--- config.mk ---
export PLATFORM = sky130hd
export DESIGN_NAME = saph_pixel_writer_flat
export DESIGN_NICKNAME = d
export VERILOG_FILES = /design/src/rtl/saph_pixel_writer_pkg.sv /design/src/rtl/saph_pixel_writer_if.sv /design/src/rtl/saph_fifo.sv /design/src/rtl/saph_pixel_writer.sv /design/src/flat_wrapper.sv
export SDC_FILE = /design/constraint.sdc
export NUM_CORES = 1
export LEC_CHECK = 0
export ABC_CLOCK_PERIOD_IN_PS = 9200
export BUFFER_PORTS_ARGS = -buffer_cell sky130_fd_sc_hd__buf_2
export CORE_MARGIN = 2
export CORE_UTILIZATION = 55
export DETAILED_ROUTE_END_ITERATION = 8
export PLACE_DENSITY = 0.75
export SYNTH_ARGS = -nofsm -noshare
export SYNTH_HDL_FRONTEND = slang
export SYNTH_SLANG_ARGS = --single-unit
--- constraint.sdc ---
create_clock -name clk_i -period 9.2 [get_ports clk_i]
set_input_delay 0.46 -clock clk_i [delete_from_list [all_inputs] [get_ports clk_i]]
set_output_delay 0.46 -clock clk_i [all_outputs]
set_load 0.005 [all_outputs]
--- src/rtl/saph_pixel_writer_pkg.sv ---
// Shared types and helpers for the pixel writer.
//   saph_pixel_t     : rasterized pixel (signed 16-bit x/y, four signed 8.8 channels)
//   saph_fb_fmt_e    : framebuffer pixel format
//   saph_fb_wr_t     : one single-beat framebuffer write {addr, wdata, wstrb}
//   saph_sat8        : 8.8 channel to 8-bit saturate
//   saph_pack_colour : channel convert + pack into the 32-bit write data
package saph_pixel_writer_pkg;

  localparam int unsigned ColR = 0;
  localparam int unsigned ColG = 1;
  localparam int unsigned ColB = 2;
  localparam int unsigned ColA = 3;

  typedef struct packed {
    logic signed [15:0] x;
    logic signed [15:0] y;
    logic [3:0][15:0]   col;  // indexed by ColR/ColG/ColB/ColA, signed 8.8
  } saph_pixel_t;

  typedef enum logic {
    SAPH_FB_ARGB8888 = 1'b0,
    SAPH_FB_RGB565   = 1'b1
  } saph_fb_fmt_e;

  typedef struct packed {
    logic [31:0] addr;
    logic [31:0] wdata;
    logic [3:0]  wstrb;
  } saph_fb_wr_t;

  // Negative clamps to 0, anything at or above 1.0 clamps to 0xFF.
  function automatic logic [7:0] saph_sat8(input logic [15:0] v);
    logic [7:0] c;
    if (v[15]) begin
      c = 8'h00;
    end else if (v[14:8] != 7'd0) begin
      c = 8'hFF;
    end else begin
      c = v[7:0];
    end
    return c;
  endfunction

  // RGB565 is replicated into both halves so either strobe pattern picks it up.
  function automatic logic [31:0] saph_pack_colour(input logic [3:0][15:0] col,
                                                   input saph_fb_fmt_e fmt);
    logic [7:0]  r, g, b, a;
    logic [15:0] p;
    logic [31:0] d;
    r = saph_sat8(col[ColR]);
    g = saph_sat8(col[ColG]);
    b = saph_sat8(col[ColB]);
    a = saph_sat8(col[ColA]);
    p = {r[7:3], g[7:2], b[7:3]};
    if (fmt == SAPH_FB_RGB565) begin
      d = {p, p};
    end else begin
      d = {a, r, g, b};
    end
    return d;
  endfunction

endpackage

--- src/rtl/saph_pixel_writer_if.sv ---
// Pixel-in handshake (trig/ready) and memory-write bus of the pixel writer.
//   slave  : the pixel writer (consumes pixels, drives write requests)
//   master : the upstream rasterizer / downstream arbiter side
interface saph_pixel_writer_if;
  import saph_pixel_writer_pkg::*;

  logic        in_trig;
  saph_pixel_t in_pixel;
  logic        in_ready;

  logic        mem_req;
  logic [31:0] mem_addr;
  logic [31:0] mem_wdata;
  logic [3:0]  mem_wstrb;
  logic        mem_ready;

  modport slave (
    input  in_trig, in_pixel, mem_ready,
    output in_ready, mem_req, mem_addr, mem_wdata, mem_wstrb
  );

  modport master (
    output in_trig, in_pixel, mem_ready,
    input  in_ready, mem_req, mem_addr, mem_wdata, mem_wstrb
  );
endinterface

--- src/rtl/saph_fifo.sv ---
// Generic synchronous FIFO, any element type, power-of-two depth.
//   clk_i, rst_ni : clock, asynchronous active-low reset (flushes contents)
//   push_i/wdata_i: write; accepted when not full, or when full and popping
//   pop_i         : read; ignored when empty (no write-to-read bypass)
//   rdata_o       : head entry (storage is reset to zero)
//   empty_o       : no entries
//   count_o       : number of entries, 0..Depth
module saph_fifo #(
  parameter type         T     = logic [31:0],
  parameter int unsigned Depth = 4
) (
  input  logic                         clk_i,
  input  logic                         rst_ni,
  input  logic                         push_i,
  input  T                             wdata_i,
  input  logic                         pop_i,
  output T                             rdata_o,
  output logic                         empty_o,
  output logic [$clog2(Depth+1)-1:0]   count_o
);

  localparam int unsigned PtrW = $clog2(Depth);
  localparam int unsigned CntW = $clog2(Depth + 1);

  T                mem_q [Depth];
  logic [PtrW-1:0] wr_ptr_q, rd_ptr_q;
  logic [CntW-1:0] count_q, count_d;
  logic            full, do_push, do_pop;

  assign empty_o = (count_q == '0);
  assign full    = (count_q == CntW'(Depth));
  assign do_pop  = pop_i && !empty_o;
  assign do_push = push_i && (!full || do_pop);
  assign rdata_o = mem_q[rd_ptr_q];
  assign count_o = count_q;

  always_comb begin
    count_d = count_q;
    if (do_push && !do_pop) begin
      count_d = count_q + CntW'(1);
    end else if (do_pop && !do_push) begin
      count_d = count_q - CntW'(1);
    end
  end

  always_ff @(posedge clk_i or negedge rst_ni) begin
    if (!rst_ni) begin
      for (int i = 0; i < Depth; i++) begin
        mem_q[i] <= '0;
      end
      wr_ptr_q <= '0;
      rd_ptr_q <= '0;
      count_q  <= '0;
    end else begin
      if (do_push) begin
        mem_q[wr_ptr_q] <= wdata_i;
        wr_ptr_q        <= wr_ptr_q + PtrW'(1);
      end
      if (do_pop) begin
        rd_ptr_q <= rd_ptr_q + PtrW'(1);
      end
      count_q <= count_d;
    end
  end

endmodule

--- src/rtl/saph_pixel_writer.sv ---
// Pixel write stage: clip, colour convert, address generation, buffered memory writes.
//   clk_i, rst_ni  : clock, asynchronous active-low reset
//   bus            : pixel trig/ready input and single-beat write request output
//   cfg_base_i     : framebuffer byte base (4-byte aligned)
//   cfg_stride_i   : row pitch in bytes (multiple of 4)
//   cfg_width_i    : clip width, unsigned
//   cfg_height_i   : clip height, unsigned
//   cfg_fmt_i      : 0 = ARGB8888, 1 = RGB565
//   busy_o         : any pixel in S1, S2 or the FIFO
//   discard_cnt_o  : saturating count of clipped pixels
module saph_pixel_writer
  import saph_pixel_writer_pkg::*;
#(
  parameter int unsigned FifoDepth = 4
) (
  input  logic                    clk_i,
  input  logic                    rst_ni,
  saph_pixel_writer_if.slave      bus,
  input  logic [31:0]             cfg_base_i,
  input  logic [15:0]             cfg_stride_i,
  input  logic [15:0]             cfg_width_i,
  input  logic [15:0]             cfg_height_i,
  input  logic                    cfg_fmt_i,
  output logic                    busy_o,
  output logic [15:0]             discard_cnt_o
);

  localparam int unsigned CntW = $clog2(FifoDepth + 1);

  saph_fb_fmt_e    fmt;
  logic            accept, pop;
  logic [31:0]     occupancy;

  logic            s1_valid_q;
  saph_pixel_t     s1_pix_q;
  logic            s1_clip, s1_keep;

  logic            s2_valid_q;
  logic [15:0]     s2_x_q, s2_y_q;
  logic [31:0]     s2_data_q;
  logic [31:0]     y_off, x_off, byte_addr;
  saph_fb_wr_t     s2_wr, head;

  logic            fifo_empty;
  logic [CntW-1:0] fifo_count;

  logic [15:0]     discard_cnt_q, discard_cnt_d;
  logic            unused_byte0;

  assign fmt = saph_fb_fmt_e'(cfg_fmt_i);

  // Credits cover every slot downstream, so S1/S2 never need to stall.
  assign occupancy    = 32'(s1_valid_q) + 32'(s2_valid_q) + 32'(fifo_count);
  assign bus.in_ready = (occupancy < FifoDepth);
  assign accept       = bus.in_trig && bus.in_ready;

  // S1: clip against the framebuffer rectangle.
  assign s1_clip = s1_pix_q.x[15] || s1_pix_q.y[15] ||
                   (s1_pix_q.x[15:0] >= cfg_width_i) ||
                   (s1_pix_q.y[15:0] >= cfg_height_i);
  assign s1_keep = s1_valid_q && !s1_clip;

  always_comb begin
    discard_cnt_d = discard_cnt_q;
    if (s1_valid_q && s1_clip && (discard_cnt_q != 16'hFFFF)) begin
      discard_cnt_d = discard_cnt_q + 16'd1;
    end
  end

  // S2: byte address and strobes.
  assign y_off     = 32'(s2_y_q) * 32'(cfg_stride_i);
  assign x_off     = (fmt == SAPH_FB_RGB565) ? {15'd0, s2_x_q, 1'b0} : {14'd0, s2_x_q, 2'b00};
  assign byte_addr = cfg_base_i + y_off + x_off;
  assign unused_byte0 = byte_addr[0];

  always_comb begin
    s2_wr.addr  = {byte_addr[31:2], 2'b00};
    s2_wr.wdata = s2_data_q;
    if (fmt == SAPH_FB_RGB565) begin
      s2_wr.wstrb = byte_addr[1] ? 4'b1100 : 4'b0011;
    end else begin
      s2_wr.wstrb = 4'b1111;
    end
  end

  always_ff @(posedge clk_i or negedge rst_ni) begin
    if (!rst_ni) begin
      s1_valid_q    <= 1'b0;
      s1_pix_q      <= '0;
      s2_valid_q    <= 1'b0;
      s2_x_q        <= '0;
      s2_y_q        <= '0;
      s2_data_q     <= '0;
      discard_cnt_q <= '0;
    end else begin
      s1_valid_q <= accept;
      if (accept) begin
        s1_pix_q <= bus.in_pixel;
      end
      s2_valid_q <= s1_keep;
      if (s1_keep) begin
        s2_x_q    <= s1_pix_q.x[15:0];
        s2_y_q    <= s1_pix_q.y[15:0];
        s2_data_q <= saph_pack_colour(s1_pix_q.col, fmt);
      end
      discard_cnt_q <= discard_cnt_d;
    end
  end

  assign pop = bus.mem_req && bus.mem_ready;

  saph_fifo #(
    .T     (saph_fb_wr_t),
    .Depth (FifoDepth)
  ) u_fifo (
    .clk_i   (clk_i),
    .rst_ni  (rst_ni),
    .push_i  (s2_valid_q),
    .wdata_i (s2_wr),
    .pop_i   (pop),
    .rdata_o (head),
    .empty_o (fifo_empty),
    .count_o (fifo_count)
  );

  // FIFO count is reset asynchronously, so mem_req drops with reset.
  assign bus.mem_req   = !fifo_empty;
  assign bus.mem_addr  = head.addr;
  assign bus.mem_wdata = head.wdata;
  assign bus.mem_wstrb = head.wstrb;

  assign busy_o        = s1_valid_q || s2_valid_q || !fifo_empty;
  assign discard_cnt_o = discard_cnt_q;

endmodule

--- src/flat_wrapper.sv ---
// flat-port wrapper written by rule: the top's interface ports become plain ports
module saph_pixel_writer_flat import saph_pixel_writer_pkg::*;
#(
  parameter int unsigned FifoDepth = 4
)
  (clk_i, rst_ni, cfg_base_i, cfg_stride_i, cfg_width_i, cfg_height_i, cfg_fmt_i, busy_o, discard_cnt_o, bus_in_trig, bus_in_pixel, bus_mem_ready, bus_in_ready, bus_mem_req, bus_mem_addr, bus_mem_wdata, bus_mem_wstrb);
  saph_pixel_writer_if bus_i ();
  input  logic clk_i;
  input  logic rst_ni;
  input  logic [31:0] cfg_base_i;
  input  logic [15:0] cfg_stride_i;
  input  logic [15:0] cfg_width_i;
  input  logic [15:0] cfg_height_i;
  input  logic cfg_fmt_i;
  output logic busy_o;
  output logic [15:0] discard_cnt_o;
  input wire logic [$bits(bus_i.in_trig)-1:0] bus_in_trig;
  input wire logic [$bits(bus_i.in_pixel)-1:0] bus_in_pixel;
  input wire logic [$bits(bus_i.mem_ready)-1:0] bus_mem_ready;
  output wire logic [$bits(bus_i.in_ready)-1:0] bus_in_ready;
  output wire logic [$bits(bus_i.mem_req)-1:0] bus_mem_req;
  output wire logic [$bits(bus_i.mem_addr)-1:0] bus_mem_addr;
  output wire logic [$bits(bus_i.mem_wdata)-1:0] bus_mem_wdata;
  output wire logic [$bits(bus_i.mem_wstrb)-1:0] bus_mem_wstrb;
  assign bus_i.in_trig = bus_in_trig;
  assign bus_i.in_pixel = bus_in_pixel;
  assign bus_i.mem_ready = bus_mem_ready;
  assign bus_in_ready = bus_i.in_ready;
  assign bus_mem_req = bus_i.mem_req;
  assign bus_mem_addr = bus_i.mem_addr;
  assign bus_mem_wdata = bus_i.mem_wdata;
  assign bus_mem_wstrb = bus_i.mem_wstrb;
  saph_pixel_writer #(.FifoDepth(FifoDepth)) u_core (.clk_i(clk_i), .rst_ni(rst_ni), .bus(bus_i), .cfg_base_i(cfg_base_i), .cfg_stride_i(cfg_stride_i), .cfg_width_i(cfg_width_i), .cfg_height_i(cfg_height_i), .cfg_fmt_i(cfg_fmt_i), .busy_o(busy_o), .discard_cnt_o(discard_cnt_o));
endmodule
==> results of run 1 <==
## worst min-delay path, delay by kind of cell
family,cells,cell delay (ns)
buffers and inverters,1,0.08
and+or+nand+nor,2,0.09
## flip-flops by register name (all words and copies together) (netlist names)
register,count
u_core.u_fifo.mem_q,256
u_core.s1_pix_q,96
u_core.s2_data_q,32
u_core.discard_cnt_o,16
u_core.s2_x_q,16
u_core.s2_y_q,16
u_core.u_fifo.count_o,3
u_core.u_fifo.rd_ptr_q,2
u_core.u_fifo.wr_ptr_q,2
u_core.s1_valid_q,1
u_core.s2_valid_q,1
## layout make-up
type | instances | area [sq um]
sequential | 441 | 11000
fill | 4332 | 20600
tap | 696 | 871
timing repair buffer | 281 | 1460
multi-input combinational | 1782 | 16600
inverter | 388 | 1460
clock inverter | 13 | 105
clock buffer | 69 | 1410
antenna | 3 | 7.51
## how the worst max path moves through the flow
stage | endpoint | slack, ns | cells after the start
after floorplan | u_core.u_fifo.mem_q[65] | 2.69 | 22
after global placement | u_core.u_fifo.mem_q[130] | 2.74 | 18
after detailed placement | u_core.u_fifo.mem_q[62] | 2.64 | 18
after CTS | u_core.u_fifo.mem_q[198] | 2.61 | 18
after global routing | u_core.u_fifo.mem_q[133] | 2.30 | 18
final | u_core.u_fifo.mem_q[198] | 2.56 | 18
## cells by family after synthesis
logic type               count (synthesis)
AO/OA/AOI/OAI                          185
XOR/XNOR                                51
adder cells (fa/ha/maj)                381
buffers and inverters                  522
flip-flops                             441
multiplexers                           374
other                                    1
AND/OR/NAND/NOR                        789
## cell usage after synthesis, types with 6 or more instances
master      n
nand2_1   506
dfrtp_1   441
inv_1     387
fa_1      243
mux2_2    236
ha_1      138
and2_1    124
clkbuf_1   86
o21ai_0    71
nor2_1     65
mux4_2     64
mux2_1     47
a21oi_1    40
buf_1      32
xor2_1     32
mux2i_1    27
nand4_1    19
xnor2_1    19
nor3_1     17
a21o_1     15
nand3_1    12
nor4_1     12
and3_1     10
nor2b_1    10
a31oi_1     9
o22ai_1     6
o31ai_1     6
## through the flow
stage | worst slack (ns) | hold slack [ns] | util | instance area (sq um)
6_report | 2.56 | 0.0571 | 0.615 | 33000
5_1_grt | 2.30 | 0.0458 | 0.615 | 33000
4_1_cts | 2.61 | 0.0316 | 0.615 | 33000
3_5_place_dp | 2.64 | 0.460 | 0.586 | 31400
3_3_place_gp | 2.74 | 0.454 | 0.586 | 31400
2_1_floorplan | 2.69 | 0.164 | - | 29700
## metal layers
metal,GRT usage,vias to the layer above,share of wire
li1,-,9234,-
met4,0.0713,18,0.025
met1,0.369,10316,0.44
met2,0.427,614,0.47
met3,0.0592,136,0.066
met5,0,-,0.0017
==> metrics.md, run 1 <==
| Metric | Value |
|---|---|
| Fin Setup TNS | `0 ns` |
| Synth Instances | `2744` |
| Worst-path fanout max | `17` |
| Worst-path clk slew | `0.06 ns` |
| Placed insts | `3587` |
| Initial Utilization | `0.553` |
| Ys async rst share | `1.00` |
| Finished Layout Cells | `3673` |
| Post-synthesis simple-gate area fraction | `0.118` |
| Clock period minus final worst setup slack | `roughly 6.6 ns` |
| EDFF count, synth | `0` |
| CP max-delay cell | `dfrtp_1` |
| Die Footprint | `55800 sq um` |
| Cell Chain, Critical Path | `nand2_1 > fa_1 > fa_1 > fa_1 > inv_1 > fa_1 > fa_1 > inv_1 > fa_1 > inv_1 > ha_1 > nand2_1 > nor2_1 > o2111ai_1 > a311oi_1 > nor2_1 > xor2_1 > o21ai_0` |
| Sequential area share after synthesis | `0.372` |
| Dominant cell type by area after synthesis | `dfrtp_1` |
| Inserted Clock Buffers | `47` |
| CP Launch Type | `register` |
| Core area | `between 50000 and 60000 sq um` |
| Mean number of vias per cell | `about 5.5` |
| Largest net degree at the start of global routing | `95` |
| Final max-slew violation count | `0` |
| Most frequent cells in the layout | `501 x nand2_1, 439 x dfrtp_1, 387 x inv_1` |
| Worst EP arrival | `approximately 7 ns` |
| Reg-to-reg startpoint | `u_core.s2_y_q[10]` |
| Final Hold Viols | `0` |
| Die Height | `~240 um` |
| Register bit total from synthesis | `441` |
| Adder-Cell Fraction of Synth Area | `0.222` |
| Reg-to-reg endpoint | `u_core.u_fifo.mem_q[198]` |
| Worst reg2reg setup slack | `around 2.6 ns` |
| Crit-path leading delay family | `adder cells` |
| WP buf/inv | `3` |
| DRC violations left | `0` |
| Min-Delay Endpoint | `u_core.s1_pix_q[84]` |
| Routed WL | `just over 70 mm` |
| Yosys cell types | `between 50 and 60` |
| HP Start | `bus_in_pixel[84]` |
| Final setup fails | `0` |
| Buffers from clock root to sink, at most | `3` |
| Most common flop cell mapped by yosys | `dfrtp_1` |
| Nets@finish | `between 3000 and 4000` |
| Period Utilization, post-route | `0.722` |
| Via total after detailed routing | `around 20000` |
| Synth top area cells | `dfrtp_1 37%, fa_1 16%, mux2_2 9.0%` |
| Post-route ant nets | `0` |
| Die width | `approximately 240 um` |
| Number of global-route vias before repair | `between 20000 and 25000` |
| WP data required | `about 9.6 ns` |
| Grt total ovfl | `0` |
| Synth Cell Area | `29700 sq um` |
| WS Path Type | `reg2reg` |
| CTS tree | `built` |
| Initial antenna violation count | `18` |
| Share of cells above drive strength 1 | `0.225` |
| CP max stage delay | `a little over 0.8 ns` |
| Post-CTS Hold Buffers | `1` |
| Worst hold stages | `3` |
| RSZ-0062 raised after global routing | `false` |
| Synth-to-layout area growth | `11.1%` |
| CP startpoint | `u_core.s2_y_q[10]` |
| Setup repair bufs after CTS | `0` |
| Max-cap violation count | `0` |
| # rows | `85` |
| Initial DRC Count | `roughly 1200` |
| Crit. End Element | `register` |
| Compound-gate portion of the synthesized area | `0.0384` |
| WL per Instance | `roughly 20 um` |
| Synth Area in XOR/XNOR | `0.0151` |
| H-tree Lvls | `2` |
| First-pass iteration count of the detailed router | `5` |
| Syn_area_per_cell | `10.8 sq um` |
| Clock root buffer | `clkbuf_16` |
| Transition time at the pin with the least slew margin | `1.10 ns` |
| Port buffer count | `approximately 270` |
| Yosys warnings | `0` |
| Gr usage total | `0.266` |
| Mux contribution to synthesized area | `0.165` |
| Outcome | `finished clean` |
| Num Clock Sinks | `roughly 440` |
| CP dominant cell by count | `fa_1` |
| Commonest non-fill, non-tap cell in the layout | `nand2_1` |
| Fmax achieved | `roughly 150 MHz` |
| Largest family of logic cells by synthesized area | `adder cells` |
| RD Place Congestion | `0.909` |
| Global-route wire length before repair | `117 mm` |
| Cts repair resizes | `0` |
| Hold Path Class | `in2reg` |
| Clk Latency, worst-skew pair | `about 0.59 ns` |
| Synth top area share | `0.372` |
| Post-DP HPWL | `between 50 and 60 mm` |
| IO Pins | `~270` |
| Clock skew | `0.0338 ns` |
| Relative slew slack | `0.268` |
| Reg2reg path depth | `18` |
Power of run 1 is left out: the tool's default activity adds up to more than one toggle a clock period on the data nets, which glitch-free logic cannot reach.
==> inputs of run 2 (changes only) <==
ABC_CLOCK_PERIOD_IN_PS = 6100   (was 9200)
PLACE_DENSITY = 0.78   (was 0.75)
clock period = 6.1 ns   (was 9.2 ns; I/O delays follow)
==> run 2 against run 1 <==
Effect of this change:
- via count rose by 4.6%
- wire length rose by 6.8%
- largest cell class unchanged
- clock skew rose by 0.049 ns
- critical path type unchanged
==> metrics.md, run 2 (synthesis gave the netlist of run 1 again) <==
| Metric | Value |
|---|---|
| CP Launch Type | `register` |
| Post-route ant nets | `0 (unchanged)` |
| Worst-path fanout max | `5 (-12)` |
| Period Utilization, post-route | `0.998 (+0.277)` |
| Max FFs per register | `256 (unchanged)` |
| Commonest non-fill, non-tap cell in the layout | `nand2_1` |
| Outcome | `finished clean` |
| Clock period minus final worst setup slack | `6.09 ns (-0.548 ns)` |
| Initial antenna violation count | `18 (unchanged)` |
| CTS tree | `built` |
| Number of global-route vias before repair | `22722 (+4.7%)` |
| Clock skew | `0.0825 ns (+0.0487 ns)` |
| Worst reg2reg setup slack | `0.009 ns (-2.55 ns)` |
| Final max-slew violation count | `0 (unchanged)` |
| H-tree Lvls | `2 (unchanged)` |
| IO Pins | `268 (unchanged)` |
| Worst EP arrival | `6.55 ns (-0.52 ns)` |
| RSZ-0062 raised after global routing | `true` |
| Buffers from clock root to sink, at most | `3 (unchanged)` |
| Max-cap violation count | `0 (unchanged)` |
| Gr usage total | `0.279 (+0.0129)` |
| Grt total ovfl | `0 (unchanged)` |
| Crit. End Element | `register` |
| WP data required | `6.56 ns (-3.07 ns)` |
| Port buffer count | `265 (unchanged)` |
| Core area | `53600 sq um (unchanged)` |
| Global-route wire length before repair | `123 mm (+4.9%)` |
| Fmax achieved | `164 MHz (+9.0%)` |
| RD Place Congestion | `0.888 (-2.3%)` |
| Relative slew slack | `0.293 (+0.0244)` |
| Die Height | `236 um (unchanged)` |
| Die Footprint | `55800 sq um (unchanged)` |
| Most frequent cells in the layout | `499 x nand2_1, 427 x dfrtp_1, 384 x inv_1` |
| Finished Layout Cells | `3863 (+5.2%)` |
| Share of cells above drive strength 1 | `0.258 (+0.0329)` |
| Top flop regs | `u_core.u_fifo.mem_q: 256 flops, u_core.s1_pix_q: 96 flops, u_core.s2_data_q: 32 flops` |
| Largest net degree at the start of global routing | `165 (+74%)` |
| Worst-path clk slew | `0.06 ns (about the same)` |
| Via total after detailed routing | `21249 (+4.6%)` |
| WS Path Type | `reg2reg` |
| DRC violations left | `0 (unchanged)` |
| Final Hold Viols | `0 (unchanged)` |
| Transition time at the pin with the least slew margin | `1.06 ns (-0.0366 ns)` |
| Final core occ | `0.654 (+0.0391)` |
| Hold slack | `0.248 ns (+0.191 ns)` |
| Inserted Clock Buffers | `46 (-2.1%)` |
| Routed WL | `77.1 mm (+6.8%)` |
| Final setup fails | `0 (unchanged)` |
| Reg with most FFs | `u_core.u_fifo.mem_q` |
| Post-DP HPWL | `55.1 mm (+2.2%)` |
| First-pass iteration count of the detailed router | `5 (unchanged)` |
| Mean number of vias per cell | `5.50 (-0.56%)` |
| Clk Latency, worst-skew pair | `0.63 ns (+0.04 ns)` |
| Nets@finish | `3684 (+5.2%)` |
| Die width | `236 um (unchanged)` |
| WL per Instance | `20.0 um (+1.5%)` |
| Fin Setup TNS | `0 ns (unchanged)` |
| Placed insts | `3646 (+1.6%)` |
| Initial DRC Count | `1399 (+17%)` |
| Clock root buffer | `clkbuf_16` |
| # rows | `85 (unchanged)` |
| Initial Utilization | `0.553 (unchanged)` |
| Hold Path Class | `in2reg` |
| Synth-to-layout area growth | `18.2%` |
| Num Clock Sinks | `441 (unchanged)` |
[run 2: what timing repair did]
action	4_1_cts	5_1_grt
endpoints found under the setup margin	26	70
hold endpoints to repair	166	0
pin swaps	1	32
hold buffers	98	0
resized for setup	10	60
setup buffers	1	26
[run 2: final cells by class]
| cell class | instances | area [sq um] |
|---|---|---|
| clock buffers | 70 | 1370 |
| well taps | 696 | 871 |
| fillers | 4095 | 18500 |
| inverters | 388 | 1460 |
| diodes | 7 | 17.5 |
| clock inverters | 16 | 218 |
| repair buffers | 463 | 3200 |
| multi-input cells | 1782 | 16900 |
| flip-flops and latches | 441 | 11100 |
[run 2: worst paths after layout]
| path | start | endpoint | cells past startpoint |
|---|---|---|---|
| max in group asynchronous | rst_ni | u_core.s2_y_q[13] | 3 |
| max reg2reg | u_core.s2_y_q[10] | u_core.u_fifo.mem_q[267] | 21 |
| min in group asynchronous | rst_ni | u_core.u_fifo.mem_q[219] | 2 |
| min | bus_in_trig | u_core.s1_pix_q[90] | 4 |
| min reg2reg | u_core.s1_pix_q[34] | u_core.s1_pix_q[34] | 2 |
| max | u_core.s2_y_q[10] | u_core.u_fifo.mem_q[267] | 21 |
[run 2: routing by layer]
layer | global-route usage | vias up | part of all wire
li1 | - | 9595 | -
met1 | 0.382 | 10811 | 0.43
met2 | 0.463 | 684 | 0.48
met3 | 0.0551 | 139 | 0.068
met4 | 0.0643 | 20 | 0.022
met5 | 0 | - | 0.0016
[run 2: critical path: stages (launching register included)]
cell      delay [ns]
dfrtp_2         0.44
buf_4           0.16
and2_1          0.17
fa_1            0.51
inv_1           0.05
fa_1            0.46
fa_1            0.52
inv_1           0.08
fa_1            0.49
fa_1            0.53
inv_1           0.05
fa_1            0.49
inv_2           0.05
ha_4            0.28
buf_6           0.12
nand4_1         0.23
nor4_4          0.37
a211oi_2        0.14
o31ai_1         0.30
xor2_1          0.10
buf_4           0.16
mux2_2          0.26
[run 2: stage by stage]
stage / instance area (sq um) / setup WS, ns
2_1_floorplan: 29700 / 0.0678
3_3_place_gp: 32000 / 0.000633
3_5_place_dp: 32000 / -0.119
4_1_cts: 34600 / 0.0119
5_1_grt: 35100 / -0.195
6_report: 35100 / 0.00938
Power of run 2 is left out for the same reason.
